## config.mk

```make
export PLATFORM = sky130hd
export DESIGN_NAME = udp_tx_framer_flat
export DESIGN_NICKNAME = d
export VERILOG_FILES = /design/src/rtl/udp_tx_pkg.sv /design/src/rtl/udp_tx_framer_if.sv /design/src/rtl/udp_hdr_gen.sv /design/src/rtl/udp_tx_framer.sv /design/src/flat_wrapper.sv
export SDC_FILE = /design/constraint.sdc
export NUM_CORES = 1
export LEC_CHECK = 0
export BUFFER_PORTS_ARGS = -buffer_cell sky130_fd_sc_hd__buf_4
export CORE_UTILIZATION = 50
export DETAILED_ROUTE_END_ITERATION = 10
export PLACE_DENSITY_LB_ADDON = 0.2
export SLEW_MARGIN = 20
export SYNTH_ARGS = -nofsm -noshare
export SYNTH_HDL_FRONTEND = slang
export SYNTH_SLANG_ARGS = --single-unit
```

## constraint.sdc

```tcl
create_clock -name tx_clock -period 6.35 [get_ports tx_clock]
set_input_delay 1.27 -clock tx_clock [delete_from_list [all_inputs] [get_ports tx_clock]]
set_output_delay 1.27 -clock tx_clock [all_outputs]
set_load 0.01 [all_outputs]
```

## src/rtl/udp_tx_pkg.sv

```systemverilog
// ============================================================================
//  Package     : udp_tx_pkg
//  Description : Shared types and constants for the UDP transmit framer.
//  Revision    : 1.0 - initial release
// ============================================================================
`default_nettype none

package udp_tx_pkg;

    // UDP header is always 8 bytes: src port, dst port, length, checksum
    localparam int          UDP_HDR_LEN       = 8;
    // Checksum transmission is disabled, so the field is sent as zero
    localparam logic [15:0] UDP_CHECKSUM_NONE = 16'h0000;

    typedef enum logic [2:0] {
        ST_IDLE    = 3'd0,
        ST_REQ_IP  = 3'd1,
        ST_HEADER  = 3'd2,
        ST_PAYLOAD = 3'd3,
        ST_DONE    = 3'd4
    } state_e;

endpackage

`default_nettype wire

```

## src/rtl/udp_tx_framer_if.sv

```systemverilog
// ============================================================================
//  Interface   : udp_tx_framer_if
//  Description : Producer handshake and IP-layer byte stream of the UDP
//                transmit framer. The master modport is the framer's view.
//  Revision    : 1.0 - initial release
// ============================================================================
`default_nettype none

interface udp_tx_framer_if;

    // Producer side
    logic        udp_tx_request;
    logic [15:0] udp_tx_length;
    logic [7:0]  port_ID;
    logic [7:0]  udp_tx_data;
    logic [15:0] pc_udp_port;
    logic        udp_tx_enable;
    logic        udp_tx_active;

    // IP / MAC transmit side
    logic        ip_tx_request;
    logic [15:0] ip_tx_length;
    logic        ip_tx_grant;
    logic [7:0]  ip_tx_data;
    logic        ip_tx_valid;
    logic        ip_tx_last;
    logic        ip_tx_ready;

    modport master (
        input  udp_tx_request, udp_tx_length, port_ID, udp_tx_data, pc_udp_port,
        output udp_tx_enable, udp_tx_active,
        output ip_tx_request, ip_tx_length, ip_tx_data, ip_tx_valid, ip_tx_last,
        input  ip_tx_grant, ip_tx_ready
    );

    modport slave (
        output udp_tx_request, udp_tx_length, port_ID, udp_tx_data, pc_udp_port,
        input  udp_tx_enable, udp_tx_active,
        input  ip_tx_request, ip_tx_length, ip_tx_data, ip_tx_valid, ip_tx_last,
        output ip_tx_grant, ip_tx_ready
    );

endinterface

`default_nettype wire

```

## src/rtl/udp_hdr_gen.sv

```systemverilog
// ============================================================================
//  Module      : udp_hdr_gen
//  Description : Holds the per-datagram header fields and presents the UDP
//                header byte selected by a 3-bit index (MSB first).
//  Revision    : 1.0 - initial release
// ============================================================================
`default_nettype none

module udp_hdr_gen
    import udp_tx_pkg::*;
(
    input  logic        clk_i,
    input  logic        rst_n_i,
    input  logic        load_i,
    input  logic [15:0] src_i,
    input  logic [15:0] dst_i,
    input  logic [15:0] len_i,
    input  logic [2:0]  idx_i,
    output logic [7:0]  hdr_byte_o,
    output logic        hdr_last_o,
    output logic [15:0] udp_len_o
);

    logic [15:0] src_q, src_d;
    logic [15:0] dst_q, dst_d;
    logic [15:0] ulen_q, ulen_d;

    // Capture the header fields when a new datagram is accepted
    always_comb begin
        src_d  = src_q;
        dst_d  = dst_q;
        ulen_d = ulen_q;
        if (load_i) begin
            src_d  = src_i;
            dst_d  = dst_i;
            ulen_d = len_i + 16'(UDP_HDR_LEN);
        end
    end

    // Header field registers
    always_ff @(posedge clk_i or negedge rst_n_i) begin
        if (!rst_n_i) begin
            src_q  <= 16'h0000;
            dst_q  <= 16'h0000;
            ulen_q <= 16'h0000;
        end else begin
            src_q  <= src_d;
            dst_q  <= dst_d;
            ulen_q <= ulen_d;
        end
    end

    // Byte selection, network order (high byte first)
    always_comb begin
        case (idx_i)
            3'd0:    hdr_byte_o = src_q[15:8];
            3'd1:    hdr_byte_o = src_q[7:0];
            3'd2:    hdr_byte_o = dst_q[15:8];
            3'd3:    hdr_byte_o = dst_q[7:0];
            3'd4:    hdr_byte_o = ulen_q[15:8];
            3'd5:    hdr_byte_o = ulen_q[7:0];
            3'd6:    hdr_byte_o = UDP_CHECKSUM_NONE[15:8];
            3'd7:    hdr_byte_o = UDP_CHECKSUM_NONE[7:0];
            default: hdr_byte_o = 8'h00;
        endcase
    end

    assign hdr_last_o = (idx_i == 3'd7);
    assign udp_len_o  = ulen_q;

endmodule

`default_nettype wire

```

## src/rtl/udp_tx_framer.sv

```systemverilog
// ============================================================================
//  Module      : udp_tx_framer
//  Description : Accepts one UDP payload at a time from the producer,
//                prepends the 8-byte UDP header and streams the datagram to
//                the IP layer with ready/valid flow control. An abandoned
//                payload is padded with zeros up to the announced length.
//                Optional macro UDP_TX_STATS_EN adds pkt_count/abort_count.
//  Revision    : 1.0 - initial release
// ============================================================================
`default_nettype none

module udp_tx_framer
    import udp_tx_pkg::*;
#(
    parameter logic [15:0] BASE_PORT = 16'd1024
`ifdef UDP_TX_STATS_EN
    ,
    parameter int          STATS_W   = 32
`endif
)(
    input  logic               tx_clock,
    input  logic               reset_n,
    udp_tx_framer_if.master    bus
`ifdef UDP_TX_STATS_EN
    ,
    output logic [STATS_W-1:0] pkt_count,
    output logic [STATS_W-1:0] abort_count
`endif
);

    state_e      state_q, state_d;
    logic [15:0] len_q, len_d;
    logic [2:0]  idx_q, idx_d;
    logic [15:0] cnt_q, cnt_d;
    logic        abort_q, abort_d;
    logic        enable_q, enable_d;

    logic        hdr_load_w;
    logic [7:0]  hdr_byte_w;
    logic        hdr_last_w;
    logic [15:0] udp_len_w;
    logic [15:0] src_w;
    logic        pad_w;
    logic        pay_last_w;

    assign src_w      = BASE_PORT + {8'h00, bus.port_ID};
    // Once the producer lets go of the request the rest of the payload is zeros
    assign pad_w      = abort_q | ~bus.udp_tx_request;
    assign pay_last_w = (cnt_q == (len_q - 16'd1));

    udp_hdr_gen u_hdr_gen (
        .clk_i      (tx_clock),
        .rst_n_i    (reset_n),
        .load_i     (hdr_load_w),
        .src_i      (src_w),
        .dst_i      (bus.pc_udp_port),
        .len_i      (bus.udp_tx_length),
        .idx_i      (idx_q),
        .hdr_byte_o (hdr_byte_w),
        .hdr_last_o (hdr_last_w),
        .udp_len_o  (udp_len_w)
    );

    // Next-state and output decode of the framing FSM
    always_comb begin
        state_d           = state_q;
        len_d             = len_q;
        idx_d             = idx_q;
        cnt_d             = cnt_q;
        abort_d           = abort_q;
        enable_d          = 1'b0;
        hdr_load_w        = 1'b0;
        bus.ip_tx_request = 1'b0;
        bus.ip_tx_valid   = 1'b0;
        bus.ip_tx_data    = 8'h00;
        bus.ip_tx_last    = 1'b0;
        bus.udp_tx_active = 1'b0;
        bus.ip_tx_length  = (state_q == ST_IDLE) ? 16'h0000 : udp_len_w;

        case (state_q)
            ST_IDLE: begin
                if (bus.udp_tx_request) begin
                    state_d    = ST_REQ_IP;
                    len_d      = bus.udp_tx_length;
                    hdr_load_w = 1'b1;
                    idx_d      = 3'd0;
                    cnt_d      = 16'h0000;
                    abort_d    = 1'b0;
                end
            end

            ST_REQ_IP: begin
                bus.ip_tx_request = 1'b1;
                if (bus.ip_tx_grant) begin
                    state_d  = ST_HEADER;
                    enable_d = 1'b1;
                end
            end

            ST_HEADER: begin
                bus.ip_tx_valid = 1'b1;
                bus.ip_tx_data  = hdr_byte_w;
                bus.ip_tx_last  = hdr_last_w & (len_q == 16'h0000);
                if (bus.ip_tx_ready) begin
                    idx_d = idx_q + 3'd1;
                    if (hdr_last_w) begin
                        state_d = (len_q != 16'h0000) ? ST_PAYLOAD : ST_DONE;
                    end
                end
            end

            ST_PAYLOAD: begin
                bus.ip_tx_valid   = 1'b1;
                bus.ip_tx_data    = pad_w ? 8'h00 : bus.udp_tx_data;
                bus.ip_tx_last    = pay_last_w;
                bus.udp_tx_active = bus.ip_tx_ready & ~pad_w;
                if (!bus.udp_tx_request) begin
                    abort_d = 1'b1;
                end
                if (bus.ip_tx_ready) begin
                    cnt_d = cnt_q + 16'd1;
                    if (pay_last_w) begin
                        state_d = ST_DONE;
                    end
                end
            end

            ST_DONE: begin
                if (!bus.udp_tx_request) begin
                    state_d = ST_IDLE;
                end
            end

            default: state_d = ST_IDLE;
        endcase
    end

    // FSM and datapath registers
    always_ff @(posedge tx_clock or negedge reset_n) begin
        if (!reset_n) begin
            state_q  <= ST_IDLE;
            len_q    <= 16'h0000;
            idx_q    <= 3'd0;
            cnt_q    <= 16'h0000;
            abort_q  <= 1'b0;
            enable_q <= 1'b0;
        end else begin
            state_q  <= state_d;
            len_q    <= len_d;
            idx_q    <= idx_d;
            cnt_q    <= cnt_d;
            abort_q  <= abort_d;
            enable_q <= enable_d;
        end
    end

    assign bus.udp_tx_enable = enable_q;

`ifdef UDP_TX_STATS_EN
    logic [STATS_W-1:0] pkt_cnt_q;
    logic [STATS_W-1:0] abort_cnt_q;
    logic               pkt_evt_w;
    logic               abort_evt_w;

    assign pkt_evt_w   = (state_d == ST_DONE) && (state_q != ST_DONE);
    assign abort_evt_w = (state_q == ST_PAYLOAD) && !bus.udp_tx_request && !abort_q;

    // Completed-datagram and abandoned-payload counters, free-running wrap
    always_ff @(posedge tx_clock or negedge reset_n) begin
        if (!reset_n) begin
            pkt_cnt_q   <= '0;
            abort_cnt_q <= '0;
        end else begin
            if (pkt_evt_w) begin
                pkt_cnt_q <= pkt_cnt_q + STATS_W'(1);
            end
            if (abort_evt_w) begin
                abort_cnt_q <= abort_cnt_q + STATS_W'(1);
            end
        end
    end

    assign pkt_count   = pkt_cnt_q;
    assign abort_count = abort_cnt_q;
`endif

endmodule

`default_nettype wire

```

## src/flat_wrapper.sv

```systemverilog
// flat-port wrapper written by rule: the top's interface ports become plain ports
module udp_tx_framer_flat import udp_tx_pkg::*;
#(
    parameter logic [15:0] BASE_PORT = 16'd1024

)
  (tx_clock, reset_n, bus_udp_tx_request, bus_udp_tx_length, bus_port_ID, bus_udp_tx_data, bus_pc_udp_port, bus_udp_tx_enable, bus_udp_tx_active, bus_ip_tx_request, bus_ip_tx_length, bus_ip_tx_data, bus_ip_tx_valid, bus_ip_tx_last, bus_ip_tx_grant, bus_ip_tx_ready);
  udp_tx_framer_if bus_i ();
  input  logic tx_clock;
  input  logic reset_n;
  input wire logic [$bits(bus_i.udp_tx_request)-1:0] bus_udp_tx_request;
  input wire logic [$bits(bus_i.udp_tx_length)-1:0] bus_udp_tx_length;
  input wire logic [$bits(bus_i.port_ID)-1:0] bus_port_ID;
  input wire logic [$bits(bus_i.udp_tx_data)-1:0] bus_udp_tx_data;
  input wire logic [$bits(bus_i.pc_udp_port)-1:0] bus_pc_udp_port;
  output wire logic [$bits(bus_i.udp_tx_enable)-1:0] bus_udp_tx_enable;
  output wire logic [$bits(bus_i.udp_tx_active)-1:0] bus_udp_tx_active;
  output wire logic [$bits(bus_i.ip_tx_request)-1:0] bus_ip_tx_request;
  output wire logic [$bits(bus_i.ip_tx_length)-1:0] bus_ip_tx_length;
  output wire logic [$bits(bus_i.ip_tx_data)-1:0] bus_ip_tx_data;
  output wire logic [$bits(bus_i.ip_tx_valid)-1:0] bus_ip_tx_valid;
  output wire logic [$bits(bus_i.ip_tx_last)-1:0] bus_ip_tx_last;
  input wire logic [$bits(bus_i.ip_tx_grant)-1:0] bus_ip_tx_grant;
  input wire logic [$bits(bus_i.ip_tx_ready)-1:0] bus_ip_tx_ready;
  assign bus_i.udp_tx_request = bus_udp_tx_request;
  assign bus_i.udp_tx_length = bus_udp_tx_length;
  assign bus_i.port_ID = bus_port_ID;
  assign bus_i.udp_tx_data = bus_udp_tx_data;
  assign bus_i.pc_udp_port = bus_pc_udp_port;
  assign bus_udp_tx_enable = bus_i.udp_tx_enable;
  assign bus_udp_tx_active = bus_i.udp_tx_active;
  assign bus_ip_tx_request = bus_i.ip_tx_request;
  assign bus_ip_tx_length = bus_i.ip_tx_length;
  assign bus_ip_tx_data = bus_i.ip_tx_data;
  assign bus_ip_tx_valid = bus_i.ip_tx_valid;
  assign bus_ip_tx_last = bus_i.ip_tx_last;
  assign bus_i.ip_tx_grant = bus_ip_tx_grant;
  assign bus_i.ip_tx_ready = bus_ip_tx_ready;
  udp_tx_framer #(.BASE_PORT(BASE_PORT)) u_core (.tx_clock(tx_clock), .reset_n(reset_n), .bus(bus_i));
endmodule
```

==> results.json <==
{
  "yosysSeqAreaShare_pct": 43.5,
  "synth_area_leaders": "dfrtp_1 (44%), nand2_1 (13%), xor2_1 (5.1%)",
  "async_reset_ff_share_pct": 100,
  "worst_pin_slew_ns": 0.957,
  "syn_nets": 601,
  "start_kind": "flip-flop",
  "dr.pass1.iters": 5,
  "placed_cell_area_mm2": 0.00512,
  "vdd_drop_max_mv": 0.153,
  "antenna_found_initial": 0,
  "maxSlewHeadroom_pct": 36.2,
  "overflow": 0,
  "finalNonFillerCells": 714,
  "fp.dieW_um": 96.7,
  "ys.flop_type": "dfrtp_1",
  "fp.dieArea_mm2": 0.00935,
  "hold_buffers": 0,
  "cts_sinks": 78,
  "wl_met3_um": 608,
  "dpl_worst_slack_ns": 2.29,
  "critPathKind": "flip-flop to output pin",
  "cp-end-kind": "output pin",
  "grt_max_degree": 79,
  "grt_usage_pct": 24.3,
  "clkSlewWorstSetupHoldPaths_ns": 0.09,
  "finalSetupViolations": 0,
  "cap_violations": 0,
  "final_area_mm2": 0.00530,
  "drtIter0Drc": 228,
  "power.internal_mw": 1.26,
  "io-pin-count": 82,
  "p_switching_mw": 0.942,
  "yosys.area.top_type_share_pct": 43.5,
  "worst_hold_slack_ns": 0.485,
  "yosys.area.top_type": "dfrtp_1",
  "fin_ws_ns": 1.88,
  "first_global_vias": 3774,
  "ys_warn_count": 0,
  "final_max_slew_viol_count": 0,
  "drt.antenna.violating_nets": 0,
  "clk_path_buf_depth": 2,
  "fp-row-count": 34,
  "p_per_area_mw_per_mm2": 415,
  "seq_power_share_pct": 40.4,
  "p_leak_nw": 2.51,
  "rsz0062_at_grt": "no",
  "gp_congestion": 0.880,
  "die_y_um": 96.7,
  "wl_per_cell_um": 15.4,
  "skew_ns": 0.00805,
  "finalCritPeriodShare_pct": 70.4,
  "cts_resized": 0,
  "finalCriticalPeriod_ns": 4.47,
  "route.top_layer_used": "met4",
  "hpwl_um": 7970,
  "outcome": "finished clean",
  "tns_ns": 0,
  "arrival_ns": 3.20,
  "nNetsFinal": 665,
  "fin_util_pct": 60.7,
  "drive_gt1_share_pct": 17.3,
  "route.detailed.drc": 0,
  "yosysUniqueCellTypes": 49,
  "combPwrFrac_pct": 44.7,
  "cts-root-buf": "clkbuf_8",
  "fill_cells": 778,
  "swShare_pct": 42.8,
  "syn_to_final_growth_pct": 18.1,
  "grt_pass1_wl_um": 18400,
  "port_buffers": 81,
  "start_util_pct": 51.4,
  "synth_cells": 538,
  "pwr-share-clk_pct": 14.9,
  "fmax_ghz": 0.224,
  "crit_fanout": 10,
  "routed_wl_um": 11000,
  "hold_viol": 0,
  "synth.cell_area_mm2": 0.00448,
  "core_mm2": 0.00872,
  "synth_edf_count": 0,
  "tritoncts": "built",
  "final_cell_mix": "nand2_1 (159), buf_4 (82), dfrtp_1 (78)",
  "placed_cells": 699,
  "hp-class": "flip-flop to flip-flop",
  "route.met2.wl_um": 5120,
  "final_common_cell": "nand2_1",
  "syn_area_per_cell_um2": 8.34,
  "clock_latency_ns": 0.35,
  "cts_max_level": 3,
  "finalPower_mw": 2.20,
  "crit_required_ns": 5.08,
  "diodes": 0,
  "vias_per_cell": 5.57,
  "cts_setup_buffers": 0,
  "m1WireLength_um": 5140,
  "vias": 3975,
  "ys_ff_latch": 78,
  "cts-buffers-inserted": 9
}
==> cell type report <==
class	instances	area [um^2]	share of cell area, %
Multi-Input combinational cell	424	2410	45.4
Sequential cell	78	1950	36.8
Timing Repair Buffer	82	616	11.6
Tap cell	108	135	2.55
Clock buffer	9	124	2.34
Clock inverter	6	38.8	0.732
Inverter	7	26.3	0.496
==> routing by layer <==
metal	global-route usage, %	vias to the layer above
li1	-	1934
met1	34.5	1904
met2	37.6	119
met3	3.97	18
met4	8.96	0
met5	0	-
==> cell families after synthesis <==
logic type	synth area share (%)
buffers and inverters	3.24
AND/OR/NAND/NOR	28.7
adder cells (fa/ha/maj)	2.79
AO/OA/AOI/OAI	12.4
XOR/XNOR	9.37
flip-flops	43.5
==> registers in the layout, summed over array words and instances (netlist names) <==
name and count:
u_core.len_q 13, u_core.cnt_q 16, u_core.state_q 3, u_core.idx_q 3, u_core.abort_q 1, u_core.u_hdr_gen.dst_q 16
u_core.bus.udp_tx_enable 1, u_core.u_hdr_gen.udp_len_o 16, u_core.u_hdr_gen.src_q 9
==> final timing paths <==
path / from / to / slack, ns / depth (start not counted)
worst min register to register: u_core.u_hdr_gen.src_q[10] / u_core.u_hdr_gen.src_q[10] / 0.48 / 1
worst min-delay path: u_core.u_hdr_gen.src_q[10] / u_core.u_hdr_gen.src_q[10] / 0.48 / 1
worst max-delay path: u_core.u_hdr_gen.udp_len_o[2] / bus_ip_tx_last / 1.88 / 8
max in group asynchronous: reset_n / u_core.cnt_q[7] / 4.66 / 1
min in group asynchronous: reset_n / u_core.u_hdr_gen.src_q[10] / 1.04 / 1
worst max register to register: u_core.u_hdr_gen.udp_len_o[2] / u_core.state_q[1] / 3.44 / 7
==> critical path: stages (launching register included) <==
cell and delay (ns):
dfrtp_1 0.49, or4_1 0.70, or3_1 0.41, a2111oi_2 0.38
nand4_1 0.19, nor4_4 0.29, nand2_1 0.09, a21oi_1 0.16
buf_4 0.14
==> power groups by stage <==
stage / Clock [mW] / Sequential (mW) / Combinational, mW
finish: 0.327 / 0.889 / 0.984
global route: 0.355 / 0.915 / 1.10
CTS: 0.336 / 0.879 / 0.984
detailed placement: 0 / 0.888 / 0.979
global placement: 0 / 0.880 / 0.960
floorplan: 0 / 0.793 / 0.731
==> cell usage after synthesis, types with 2 or more instances <==
cell      instances
a21boi_0          2
a21oi_1           8
a221oi_1          2
a222oi_1          7
a22oi_1           8
and2_1            3
and3_1            7
buf_2             2
clkbuf_1         25
dfrtp_1          78
ha_1             10
inv_1             6
nand2_1         159
nand2b_1          6
nand3_1          17
nand3b_1          4
nand4_1           8
nand4b_1          3
nor2_1           38
nor2b_1          17
nor3_1            3
nor3b_1           3
nor4_1            2
o21a_1            8
o21ai_0          37
o21ai_1           3
or3_1             4
xnor2_1          22
xor2_1           26
(Power assumes the default switching activity.)
